$ cat config.mk
export PLATFORM = sky130hd
export DESIGN_NAME = writeback_unit
export DESIGN_NICKNAME = d
export VERILOG_FILES = /design/src/rtl/writeback_unit.sv
export SDC_FILE = /design/constraint.sdc
export NUM_CORES = 1
export LEC_CHECK = 0
export ABC_CLOCK_PERIOD_IN_PS = 8620
export CAP_MARGIN = 30
export CORE_UTILIZATION = 51
export DETAILED_ROUTE_END_ITERATION = 8
export PLACE_DENSITY = 0.86
export REMOVE_ABC_BUFFERS = 1
export SYNTH_ARGS = -nofsm -noshare
export SYNTH_HDL_FRONTEND = slang
export SYNTH_SLANG_ARGS = --single-unit
$ cat constraint.sdc
create_clock -name clk -period 8.62 [get_ports clk]
set_clock_uncertainty 0.05 [all_clocks]
set_input_delay 1.724 -clock clk [delete_from_list [all_inputs] [get_ports clk]]
set_output_delay 1.724 -clock clk [all_outputs]
set_load 0.1 [all_outputs]
$ cat src/rtl/writeback_unit.sv
// Register-file write port: merges the MEM/WB pipeline result with a small FIFO of
// long-latency results. Sub-word load extraction is built only when WB_LOAD_EXT_EN is defined.
module writeback_unit #(
    parameter int DATA_W       = 32,
    parameter int REG_ADDR_W   = 5,
    parameter int LL_DEPTH     = 2,
    parameter int STARVE_LIMIT = 4
) (
    input  logic                  clk,
    input  logic                  rst,
    input  logic                  wb_valid,
    input  logic                  wb_reg_write,
    input  logic [REG_ADDR_W-1:0] wb_write_reg,
    input  logic                  wb_mem_to_reg,
    input  logic [DATA_W-1:0]     wb_alu_result,
    input  logic [DATA_W-1:0]     wb_mem_data,
    input  logic [2:0]            wb_load_type,
    input  logic                  ll_valid,
    output logic                  ll_ready,
    input  logic [REG_ADDR_W-1:0] ll_write_reg,
    input  logic [DATA_W-1:0]     ll_data,
    output logic                  reg_write,
    output logic [REG_ADDR_W-1:0] write_reg,
    output logic [DATA_W-1:0]     write_data,
    output logic                  ll_pending,
    output logic                  stall_req
);

    localparam int PTR_W = (LL_DEPTH > 1) ? $clog2(LL_DEPTH) : 1;
    localparam int CNT_W = $clog2(LL_DEPTH + 1);
    localparam int STV_W = $clog2(STARVE_LIMIT + 1);
    localparam logic [CNT_W-1:0] DEPTH_C = CNT_W'(LL_DEPTH);
    localparam logic [STV_W-1:0] LIMIT_C = STV_W'(STARVE_LIMIT);

    logic [REG_ADDR_W-1:0] fifo_reg_r  [LL_DEPTH];
    logic [DATA_W-1:0]     fifo_data_r [LL_DEPTH];
    logic [PTR_W-1:0]      head_r;
    logic [PTR_W-1:0]      tail_r;
    logic [CNT_W-1:0]      count_r;
    logic [STV_W-1:0]      starve_r;

    logic                  fifo_nonempty_s;
    logic                  push_s;
    logic                  pop_s;
    logic                  pipe_cand_s;
    logic                  pipe_win_s;
    logic [REG_ADDR_W-1:0] head_reg_s;
    logic [DATA_W-1:0]     head_data_s;
    logic [DATA_W-1:0]     pipe_data_s;
    logic                  nxt_we_s;
    logic [REG_ADDR_W-1:0] nxt_reg_s;
    logic [DATA_W-1:0]     nxt_data_s;
    logic [STV_W-1:0]      starve_nxt_s;
    logic                  stall_nxt_s;

`ifdef WB_LOAD_EXT_EN
    function automatic logic [DATA_W-1:0] load_extract(
        input logic [2:0]        ltype,
        input logic [1:0]        off,
        input logic [DATA_W-1:0] word
    );
        logic [7:0]  byte_v;
        logic [15:0] half_v;
        logic [DATA_W-1:0] res_v;
        byte_v = word[{off, 3'b000} +: 8];
        half_v = word[{off[1], 4'b0000} +: 16];
        case (ltype)
            3'b001:  res_v = {{(DATA_W-8){byte_v[7]}}, byte_v};
            3'b010:  res_v = {{(DATA_W-8){1'b0}}, byte_v};
            3'b011:  res_v = {{(DATA_W-16){half_v[15]}}, half_v};
            3'b100:  res_v = {{(DATA_W-16){1'b0}}, half_v};
            default: res_v = word;
        endcase
        return res_v;
    endfunction

    // Pipeline result with little-endian sub-word load extraction
    always_comb begin
        if (wb_mem_to_reg) begin
            pipe_data_s = load_extract(wb_load_type, wb_alu_result[1:0], wb_mem_data);
        end else begin
            pipe_data_s = wb_alu_result;
        end
    end
`else
    logic unused_load_type_s;
    assign unused_load_type_s = ^wb_load_type;

    // Pipeline result; loads pass the raw memory word through
    always_comb begin
        if (wb_mem_to_reg) begin
            pipe_data_s = wb_mem_data;
        end else begin
            pipe_data_s = wb_alu_result;
        end
    end
`endif

    assign fifo_nonempty_s = (count_r != {CNT_W{1'b0}});
    assign ll_ready        = (count_r < DEPTH_C);
    assign ll_pending      = fifo_nonempty_s;
    assign push_s          = ll_valid & ll_ready;
    assign head_reg_s      = fifo_reg_r[head_r];
    assign head_data_s     = fifo_data_r[head_r];
    assign pipe_cand_s     = wb_valid & wb_reg_write &
                             (wb_write_reg != {REG_ADDR_W{1'b0}}) & ~stall_req;

    // Arbitration: a pending stall forces the FIFO head, else the pipeline has priority
    always_comb begin
        pop_s      = 1'b0;
        pipe_win_s = 1'b0;
        nxt_we_s   = 1'b0;
        nxt_reg_s  = {REG_ADDR_W{1'b0}};
        nxt_data_s = {DATA_W{1'b0}};
        if (stall_req) begin
            pop_s = fifo_nonempty_s;
        end else if (pipe_cand_s) begin
            pipe_win_s = 1'b1;
        end else if (fifo_nonempty_s) begin
            pop_s = 1'b1;
        end else begin
            pop_s = 1'b0;
        end
        if (pipe_win_s) begin
            nxt_we_s   = 1'b1;
            nxt_reg_s  = wb_write_reg;
            nxt_data_s = pipe_data_s;
        end else if (pop_s && (head_reg_s != {REG_ADDR_W{1'b0}})) begin
            nxt_we_s   = 1'b1;
            nxt_reg_s  = head_reg_s;
            nxt_data_s = head_data_s;
        end else begin
            nxt_we_s   = 1'b0;
        end
    end

    // Starvation tracking; stall_req rises only on the edge the counter hits the limit
    always_comb begin
        if (pop_s) begin
            starve_nxt_s = {STV_W{1'b0}};
        end else if (fifo_nonempty_s && pipe_win_s && (starve_r != LIMIT_C)) begin
            starve_nxt_s = starve_r + STV_W'(1);
        end else begin
            starve_nxt_s = starve_r;
        end
        stall_nxt_s = (starve_nxt_s == LIMIT_C) & ~pop_s;
    end

    // Long-latency result FIFO storage, pointers and occupancy
    always_ff @(posedge clk or posedge rst) begin
        if (rst) begin
            head_r  <= {PTR_W{1'b0}};
            tail_r  <= {PTR_W{1'b0}};
            count_r <= {CNT_W{1'b0}};
            for (int i = 0; i < LL_DEPTH; i++) begin
                fifo_reg_r[i]  <= {REG_ADDR_W{1'b0}};
                fifo_data_r[i] <= {DATA_W{1'b0}};
            end
        end else begin
            if (push_s) begin
                fifo_reg_r[tail_r]  <= ll_write_reg;
                fifo_data_r[tail_r] <= ll_data;
                tail_r              <= tail_r + PTR_W'(1);
            end
            if (pop_s) begin
                head_r <= head_r + PTR_W'(1);
            end
            case ({push_s, pop_s})
                2'b10:   count_r <= count_r + CNT_W'(1);
                2'b01:   count_r <= count_r - CNT_W'(1);
                default: count_r <= count_r;
            endcase
        end
    end

    // Starve counter and stall request registers
    always_ff @(posedge clk or posedge rst) begin
        if (rst) begin
            starve_r  <= {STV_W{1'b0}};
            stall_req <= 1'b0;
        end else begin
            starve_r  <= starve_nxt_s;
            stall_req <= stall_nxt_s;
        end
    end

    // Registered register-file write port
    always_ff @(posedge clk or posedge rst) begin
        if (rst) begin
            reg_write  <= 1'b0;
            write_reg  <= {REG_ADDR_W{1'b0}};
            write_data <= {DATA_W{1'b0}};
        end else begin
            reg_write  <= nxt_we_s;
            write_reg  <= nxt_reg_s;
            write_data <= nxt_data_s;
        end
    end

endmodule
After elaboration in Yosys (flattened, before gate mapping) --
Cells that the tools add are included. Widths: inputs -> output; s select.
Storage, ports and cells: bits in registers 120, bits of input ports 115, output and inout port bits 41
Cells by class: $add $sub $neg 5, order comparisons 4, equality and inequality tests 4, mux-type cells 27, bitwise logic cells 9, reductions and logical operators 8
Operator list (count):
- $mux 32 | 7
- $bwmux 64 | 1
- $demux 32 s1 | 1
- $mux 5 | 6
- $bwmux 10 | 1
- $reduce_bool 5->1 | 2
- $mux 1 | 7
- $mux 3 | 2
- $and 1x1->1 | 5
- $demux 5 s1 | 1
- $ge 2x2->1 const B | 2
- $logic_and 1x1->1 | 4
- $not 1->2 | 2
- $pmux 2 s2 | 1
- $reduce_bool 2->1 | 2
- $add 3x1->3 const B | 1
- $eq 3x3->1 const B | 1
- $ne 3x3->1 const B | 1
- $add 1x1->1 const B | 2
- $add 2x1->2 const B | 1
- $eq 2x1->1 const B | 1
- $eq 2x2->1 const B | 1
- $lt 2x1->1 const B | 1
- $lt 2x2->1 const B | 1
- 2 further kinds | 3

Longest topological paths before layout --
depth in word-level cells 11, depth in mapped cells 9, mapped depth without buffers 8

Worst setup path before layout --
Ideal clock, no wire load.
path kind in2reg, start point input port wb_write_reg[1], end point register count_r[1], library setup time 158 ps, arrival time 3111 ps, required time 8412 ps, setup slack 5302 ps, stages 7, cells stage by stage or3_4 -> o21ai_4 -> nand2_1 -> inv_1 -> ha_1 -> nor2_1 -> xnor2_1
On the way: word-level cells in the longest chain between the ends 7, elaborated cells on any way between the ends 9, classes of those cells eq/ne (2); mux (3); bitwise (2); reduce/logical (2)
Ends and longest elaborated chain:
- start, declared | line 13 | input logic [REG_ADDR_W-1:0] wb_write_reg,
- $reduce_bool 5->1 * | line 106 | (wb_write_reg != {REG_ADDR_W{1'b0}}) & ~stall_req;
- $and 1x1->1 * | line 105 | assign pipe_cand_s = wb_valid & wb_reg_write &
- $and 1x1->1 * | line 106
- $mux 1 * | line 117 | end else if (pipe_cand_s) begin
- $mux 1 * | line 115 | if (stall_req) begin
- via pop_s | line 44 | logic pop_s;
- $eq 2x1->1 / $eq 2x2->1 (equally long branches) | line 168 | case ({push_s, pop_s})
- $pmux 2 s2 / $reduce_bool 2->1 (equally long branches)
- end signal, assigned | line 169 | 2'b10: count_r <= count_r + CNT_W'(1);
- end signal, assigned | line 170 | 2'b01: count_r <= count_r - CNT_W'(1);
- end signal, assigned | line 171 | default: count_r <= count_r;
- end, declared | line 39 | logic [CNT_W-1:0] count_r;
The timed path passes the listed nets; every way through them passes the cells marked *. A chain may end at the register's enable or synchronous reset.

Worst setup path after layout --
start point register count_r[0], end point output port ll_pending
On the way: word-level cells in the longest chain between the ends 1
Ends and longest elaborated chain:
- start signal, assigned | line 154 | count_r <= {CNT_W{1'b0}};
- start signal, assigned | line 169
- start signal, assigned | line 170
- $reduce_bool 2->1 | line 99 | assign fifo_nonempty_s = (count_r != {CNT_W{1'b0}});
- end, declared | line 25 | output logic ll_pending,
No other way between the ends.

==> flow_metrics.tcl <==
set metrics [dict create \
    status "completed" \
    grt_pass1_wl_um 20300 \
    min_from "fifo_data_r[36]" \
    dpl_worst_slack_ns 4.15 \
    final_layout_size_suffix_gt1_share_pct 23.9 \
    core-area_um2 9910 \
    min_period_ns 4.09 \
    p_leak_nw 3.24 \
    final_common_cell "clkdlybuf4s50_1" \
    synth.distinct_cells 32 \
    rrSetupSlack_ns 6.17 \
    drv_slew 0 \
    cts_hold_buf 0 \
    syn-mean-instance-area_um2 14.2 \
    syn-instance-count 370 \
    synth-main-ff-cell "dfrtp_1" \
    htreeDepth 4 \
    multiInputGateArea_um2 2130 \
    met3_usage_pct 5.48 \
    r2r_cells 5 \
    rows 36 \
    required_ns 6.85 \
    finalSetupTns_ns 0 \
    die_h_um 104 \
    post_cts_resized 0 \
    worst-setup-path-type "reg -> out" \
    area_delta_synth_final_pct 41.3 \
    synth_edf_count 0 \
    hold_depth 1 \
    setup_viol 0 \
    cts_buffer_depth 2 \
    netlist_area_um2 5270 \
    fill_cells 610 \
    viasPerCell 5.45 \
    rsz0062_at_grt "false" \
    final_cell_mix "clkdlybuf4s50_1, dfrtp_1, mux2_2" \
    holdPathEnd "fifo_data_r[36]" \
    finalHoldViolCount 0 \
    synth_top_area_share_pct 57.0 \
    drc 0 \
    routabilityCongestion 0.777 \
    cts_buffers 17 \
    clk_latency_ns 0.51 \
    io_buffers 152 \
    vdd_drop_max_v 0.000295 \
    cts_tree "built" \
    nNetsFinal 642 \
    drt_wl_total_um 12100 \
    grt_pass1_vias 4092 \
    hpwlAfterDp_um 7950 \
    critPathMaxFanout 6 \
    synthTopCellsByArea "dfrtp_1, mux2_2, mux2i_1" \
    path_clk_slew_ns 0.06 \
    grt_util_met2_pct 43.0 \
    grt-ovfl-total 0 \
    synth.yosys.seq_area_share_pct 57.0 \
    num_antenna_cells 0 \
    ant_nets 0 \
    hold_ws_ns 0.452 \
    synth_seq_cells 120 \
    reg2reg_to "write_data[2]" \
    final_area_um2 7450 \
    max_slew_margin_pct 31.0 \
    reg_top3 "fifo_data_r (64), write_data (32), fifo_reg_r (10)" \
    worst_pin_slew_ns 1.03 \
    endpoint_kind "output pin" \
    grt.total_usage_pct 24.3 \
    hp-class "reg -> reg" \
    ys_warn_count 0 \
    post_cts_buffers 0 \
    antenna_found_initial 0 \
    async_flop_share_pct 100 \
    critPathLaunch "count_r[0]" \
    vias 3642 \
    yosysTopAreaCell "dfrtp_1" \
    fin_crit_sh_pct 47.5 \
    max_freq_mhz 244 \
    cts-root-buf "clkbuf_8" \
    timing.rr.start "stall_req" \
    start_kind "register" \
    drt_iter0_drc 119 \
    place_area_um2 6920 \
    top_usage_layer "met2" \
    largest_register_ffs 64 \
    cts_sinks 120 \
    setup_ws_ns 4.53 \
    routedWlPerCell_um 18.0 \
    grt_max_degree 66 \
    p_per_area_nw_per_um2 423 \
    dieArea_um2 10700 \
    cp.arrival_ns 2.32 \
    seq_area_um2 3000 \
    regMostFlops "fifo_data_r" \
    initial_core_util_pct 53.2 \
    max_cap_viol_count 0 \
    fp.dieW_um 104 \
    grtUsageMet1_pct 28.3 \
    ios 156 \
    drt-pass1-iter-count 4 \
]
cells in the mapped netlist (all sizes together), types with 2 or more instances:
library cell / count
or2: 2
dfrtp: 120
nor2: 5
o21ai: 6
mux2i: 69
ha: 3
o22ai: 32
inv: 5
o211ai: 2
nor4: 2
buf: 16
mux2: 74
and3b: 2
xnor2: 6
clkbuf: 7
nand2: 9
critical path, cell delays in order, from the launching register on:
cell	delay [ns]
dfrtp_1	0.42
or2_2	0.39
clkdlybuf4s50_1	0.99
per-layer routing:
metal,share of wire (%),routed length (um)
met4,1.5,182
met1,42,5050
met3,4.0,482
met5,0,0
met2,53,6350
worst max path at each step:
stage	cells after the start	to	slack, ns
after floorplan	1	count_r[0]	3.66
after global placement	6	write_data[13]	4.26
after detailed placement	6	write_data[13]	4.15
after CTS	2	ll_pending	4.51
after global routing	2	ll_pending	4.48
final	2	ll_pending	4.53
report_power, final:
part           internal (W)  switching (W)  total, W
sequential         0.000843       0.000145  0.000988
combinational      0.000559        0.00101   0.00157
clock              0.000361       0.000234  0.000595
area by class of cell:
| type | instances | share of cell area, % |
|---|---|---|
| timing repair buffer | 158 | 21.8 |
| tap | 133 | 2.23 |
| sequential | 120 | 40.3 |
| inverter | 5 | 0.286 |
| multi-input combinational | 222 | 28.6 |
| clock buffer | 21 | 6.03 |
| clock inverter | 9 | 0.722 |
per-stage QoR:
step                utilization [%]  total power, W  std cells
floorplan                         -         0.00216        347
global placement               69.2         0.00250        635
detailed placement             69.8         0.00257        637
CTS                            74.9         0.00317        667
global route                   75.2         0.00329        668
finish                         75.2         0.00315        668
kinds of logic (layout without fill, tap and decap cells):
family / after synthesis / in the layout / share of synthesized area, %
adders and majority gates: 3 / 3 / 0.712
DFF: 120 / 120 / 57.0
and+or+nand+nor: 26 / 26 / 2.99
xor gates and xnor gates: 6 / 6 / 0.997
buffers and inverters: 28 / 193 / 2.75
AOI/OAI and AO/OA: 44 / 44 / 6.63
muxes: 143 / 143 / 28.9
Power figures use the tool's default switching activity.
==> variant 1 (same settings) <==
Change the parameter `LL_DEPTH` from 2 to 8.
--- a/src/rtl/writeback_unit.sv
+++ b/src/rtl/writeback_unit.sv
@@ -3,7 +3,7 @@
 module writeback_unit #(
     parameter int DATA_W       = 32,
     parameter int REG_ADDR_W   = 5,
-    parameter int LL_DEPTH     = 2,
+    parameter int LL_DEPTH     = 8,
     parameter int STARVE_LIMIT = 4
 ) (
     input  logic                  clk,
Function: changed (Yosys sat finds a counterexample within 4 cycles, from zero or initial values and one cycle with rst high).
==> variant 1 against the original RTL <==
- final area rose to 2.6 times the old value
- largest cell class unchanged
- area after synthesis increased to 3.1 times the old value
- highest routed layer is now met5
- sequential cell count rose by 228
- synthesized cell count increased to 2.9 times the old value
- register-to-register slack got worse by 1300 ps
- power grew to 2.5 times the old value
- critical path depth is 1 higher
- worst setup slack got worse by 570 ps
- wire length grew to 3.2 times the old value
==> variant 1: results (changes against the original RTL) <==
outcome:
  outcome: "finished, final reports clean"
routing:
  route.detailed.vias_per_inst: 6.23  # +14%
  first_drt_pass_iteration_count: 5  # +1
  total_detailed_routing_wirelength_mm: 39.0  # +220%
  drt-initial-drc-count: 634  # +430%
grt:
  global_route.usage.total_pct: 24.7  # +0.46 points
  grt_pass1_wl_mm: 62.3  # +210%
  grt_max_degree: 185  # +180%
  grt_pass1_vias: 10900  # +170%
  antenna_found_initial: 2  # +2
hold_path:
  hold_path.class: "reg2reg"
logic_synthesis:
  top_ff_cell_synth: "dfrtp_1"
  postSynth.asyncResetShare_pct: 100  # unchanged
  post_synth_main_area_contributors: "dfrtp_1 54%, mux2_2 23%, mux4_2 10%"
  synth_commonest_cells: "348 x dfrtp_1, 333 x mux2_2, 74 x mux4_2, 44 x buf_2, 36 x a21oi_1"
  synth_warnings: 0  # unchanged
  yosysSeqAreaShare_pct: 53.8  # -3.2 points
  library_cells_used_by_synthesis: 40  # +25%
  synth_largest_area_cell: "dfrtp_1"
clocking:
  postCtsResizedCells: 0  # unchanged
  cts-root-buf: "clkbuf_16"
  clk_transition_reported_paths_ps: 60  # about the same
  cts-root-to-sink-buffers: 3  # +1
  clkLatencyLatePin_ps: 510  # about the same
  cts_htree_levels: 2  # -2
  postCtsSetupBuffers: 0  # unchanged
  cts_made_buffers: 37  # +20
pwr:
  power.ir.vdd_worst_v: 0.000258  # -12%
  power.static_leakage_uw: 0.00817  # +150%
sta:
  hold_viol: 0  # unchanged
  max_slew_margin_pct: 32.4  # +1.4 points
  setup-violations-final: 0  # unchanged
place:
  detailed_place_hpwl_mm: 22.6  # +180%
  port-buffer-count: 152  # unchanged
  place_ws_ps: 3570  # -575 ps
  gpl.final_weighted_congestion: 0.769  # -1.1%
  place_area_um2: 18000  # +160%
cells_and_area:
  antenna_fix_cells: 0  # unchanged
  layout-drive-gt1-share_pct: 40.2  # +16 points
  fin_nets: 1330  # +110%
  top_regs: "fifo_data_r: 256 flops, fifo_reg_r: 40 flops, write_data: 32 flops"
  n_fill_cell: 2260  # +270%
setup_path:
  critPathMaxFanout: 6  # unchanged
  worst_ep_arrival_time_ps: 2890  # +570 ps
## variant 1: cells by family after synthesis
group | synth area share [%]
AOI/OAI and AO/OA | 4.57
xor gates and xnor gates | 0.541
adders and majority gates | 0.541
buffers and inverters | 2.56
DFF | 53.8
muxes | 35.6
and+or+nand+nor | 2.47
## variant 1: layout make-up
type                            count  area (um2)  share of cell area, %
Sequential cell                   348        8720                   45.4
Clock buffer                       57        1070                   5.58
Multi-Input combinational cell    642        7100                   37.0
Inverter                            7        33.8                  0.176
Clock inverter                      5        75.1                  0.391
Timing Repair Buffer              172        1700                   8.85
Tap cell                          396         495                   2.58
## variant 1: metal layers
layer  wire length, um  track usage, %
met1             16100            32.8
met2             19400            41.7
met3              2510            4.35
met4               979            7.52
met5                31               0
## variant 1: report_power, final
part / switching, uW / internal, uW
registers: 501 / 2400
clock network: 610 / 909
logic: 1840 / 1690
total: 2950 / 5010
## variant 1: final timing paths
check	startpoint	endpoint	slack [ps]	cells past startpoint
worst max-delay path	count_r[2]	ll_pending	3960	3
worst min-delay path	fifo_data_r[72]	fifo_data_r[72]	450	1
worst max register to register	head_r[1]	write_data[28]	4840	6
worst min register to register	fifo_data_r[72]	fifo_data_r[72]	450	1
max in group asynchronous	rst	fifo_reg_r[37]	5540	3
min in group asynchronous	rst	fifo_data_r[101]	1650	2
## variant 1: worst max-delay path, cell delays in order (launching register included)
cell             delay (ps)
dfrtp_1                 440
nor4_2                  650
inv_2                   250
clkdlybuf4s50_1        1030
## variant 1: stage by stage
stage	util (%)	std cells
global placement	58.3	1564
detailed placement	58.4	1565
global route	62.1	1627
floorplan	-	997
finish	62.1	1627
CTS	62.1	1627
==> variant 2 (same flow settings) <==
Made on the original files. Reset style: synchronous (`rst`), changed in 3 clocked blocks.
--- a/src/rtl/writeback_unit.sv
+++ b/src/rtl/writeback_unit.sv
@@ -147,7 +147,7 @@
     end
 
     // Long-latency result FIFO storage, pointers and occupancy
-    always_ff @(posedge clk or posedge rst) begin
+    always_ff @(posedge clk) begin
         if (rst) begin
             head_r  <= {PTR_W{1'b0}};
             tail_r  <= {PTR_W{1'b0}};
@@ -174,7 +174,7 @@
     end
 
     // Starve counter and stall request registers
-    always_ff @(posedge clk or posedge rst) begin
+    always_ff @(posedge clk) begin
         if (rst) begin
             starve_r  <= {STV_W{1'b0}};
             stall_req <= 1'b0;
@@ -185,7 +185,7 @@
     end
 
     // Registered register-file write port
-    always_ff @(posedge clk or posedge rst) begin
+    always_ff @(posedge clk) begin
         if (rst) begin
             reg_write  <= 1'b0;
             write_reg  <= {REG_ADDR_W{1'b0}};
Function: differs if rst is asserted again (counterexample within 4 cycles, from zero or initial values and one cycle with rst high); with rst held inactive, the same outputs for 4 cycles.
==> variant 2 against the original RTL <==
- sequential cell count increased by 1
- critical path depth grew 1
- area after synthesis rose by 0.31%
- wire length fell by 1.9%
- worst setup slack lost 130 ps
- via count decreased by 1.2%
- non-clock buffer count shrank 1
- final area grew 0.69%
- die area up 0.31%
- count of clock-buffer cells in the layout down 3
Power is not compared: it rests on default switching activity, and its combinational part moved more than twofold at a synthesized area within 25%.
==> variant 2: results (changes against the original RTL) <==
outcome:
  outcome: "finished, final reports clean"
logic_synthesis:
  post_synth_fa_ha_maj_area_fraction_pct: 0.710  # -0.0022 points
  post_synth_main_area_contributors: "edfxtp_1 42%, dfxtp_1 18%, mux2i_1 12%"
  postSynth.asyncResetShare_pct: 0  # -100 points
  synth-edff-count: 74  # +74
  synth.mux.area_fraction_pct: 13.2  # -16 points
  top_ff_cell_synth: "edfxtp_1"
  post_synth_xor_area_fraction_pct: 0.663  # -0.33 points
setup_path:
  critPathMaxFanout: 11  # +5
  crit_path_max_incr_delay_ps: 1180  # +190 ps
  worst_ep_arrival_time_ps: 2450  # +130 ps
  critPathLaunch: "count_r[0]"
  reg2reg_setup_slack_ps: 6480  # +310 ps
sta:
  max_slew_margin_pct: 30.9  # -0.11 points
grt:
  grt_util_met3_pct: 6.36  # +0.88 points
  grt_pass1_vias: 3849  # -5.9%
  global_route.usage.total_pct: 23.1  # -1.2 points
  grt_pass1_wl_mm: 19.2  # -5.5%
  grt_max_degree: 38  # -42%
  groute.layer.met2.usage_pct: 42.7  # -0.38 points
place:
  detailed_place_hpwl_mm: 7.79  # -2.0%
  place_ws_ps: 4360  # +211 ps
  gpl.final_weighted_congestion: 0.759  # -2.3%
hold_path:
  min_from: "head_r"
  hold_depth: 2  # +1
cells_and_area:
  fin_nets: 651  # +1.4%
[variant 2: per-stage QoR]
step / utilization (%) / total power, uW
6_report: 75.7 / 2150
3_5_place_dp: 69.8 / 1490
4_1_cts: 75.7 / 2160
3_3_place_gp: 69.4 / 1460
2_1_floorplan: - / 1280
5_1_grt: 75.7 / 2240
[variant 2: layer usage]
layer	wire length (um)	up-vias
met2	6290	136
li1	-	1716
met4	178	0
met3	613	18
met5	0	-
met1	4740	1729
[variant 2: final cells by class]
| cell class | count | area [um2] | share of cell area [%] |
|---|---|---|---|
| timing repair buffer | 157 | 1580 | 21.1 |
| tap | 133 | 166 | 2.22 |
| sequential | 121 | 3160 | 42.2 |
| multi-input combinational | 232 | 2000 | 26.6 |
| clock inverter | 14 | 149 | 1.99 |
| inverter | 4 | 15.0 | 0.200 |
| clock buffer | 18 | 428 | 5.71 |
[variant 2: tightest hold or removal path: cells and delay by family, from the launching register on]
family             cells  cell delay (ps)
AOI/OAI and AO/OA      2              180
DFF                    1              310
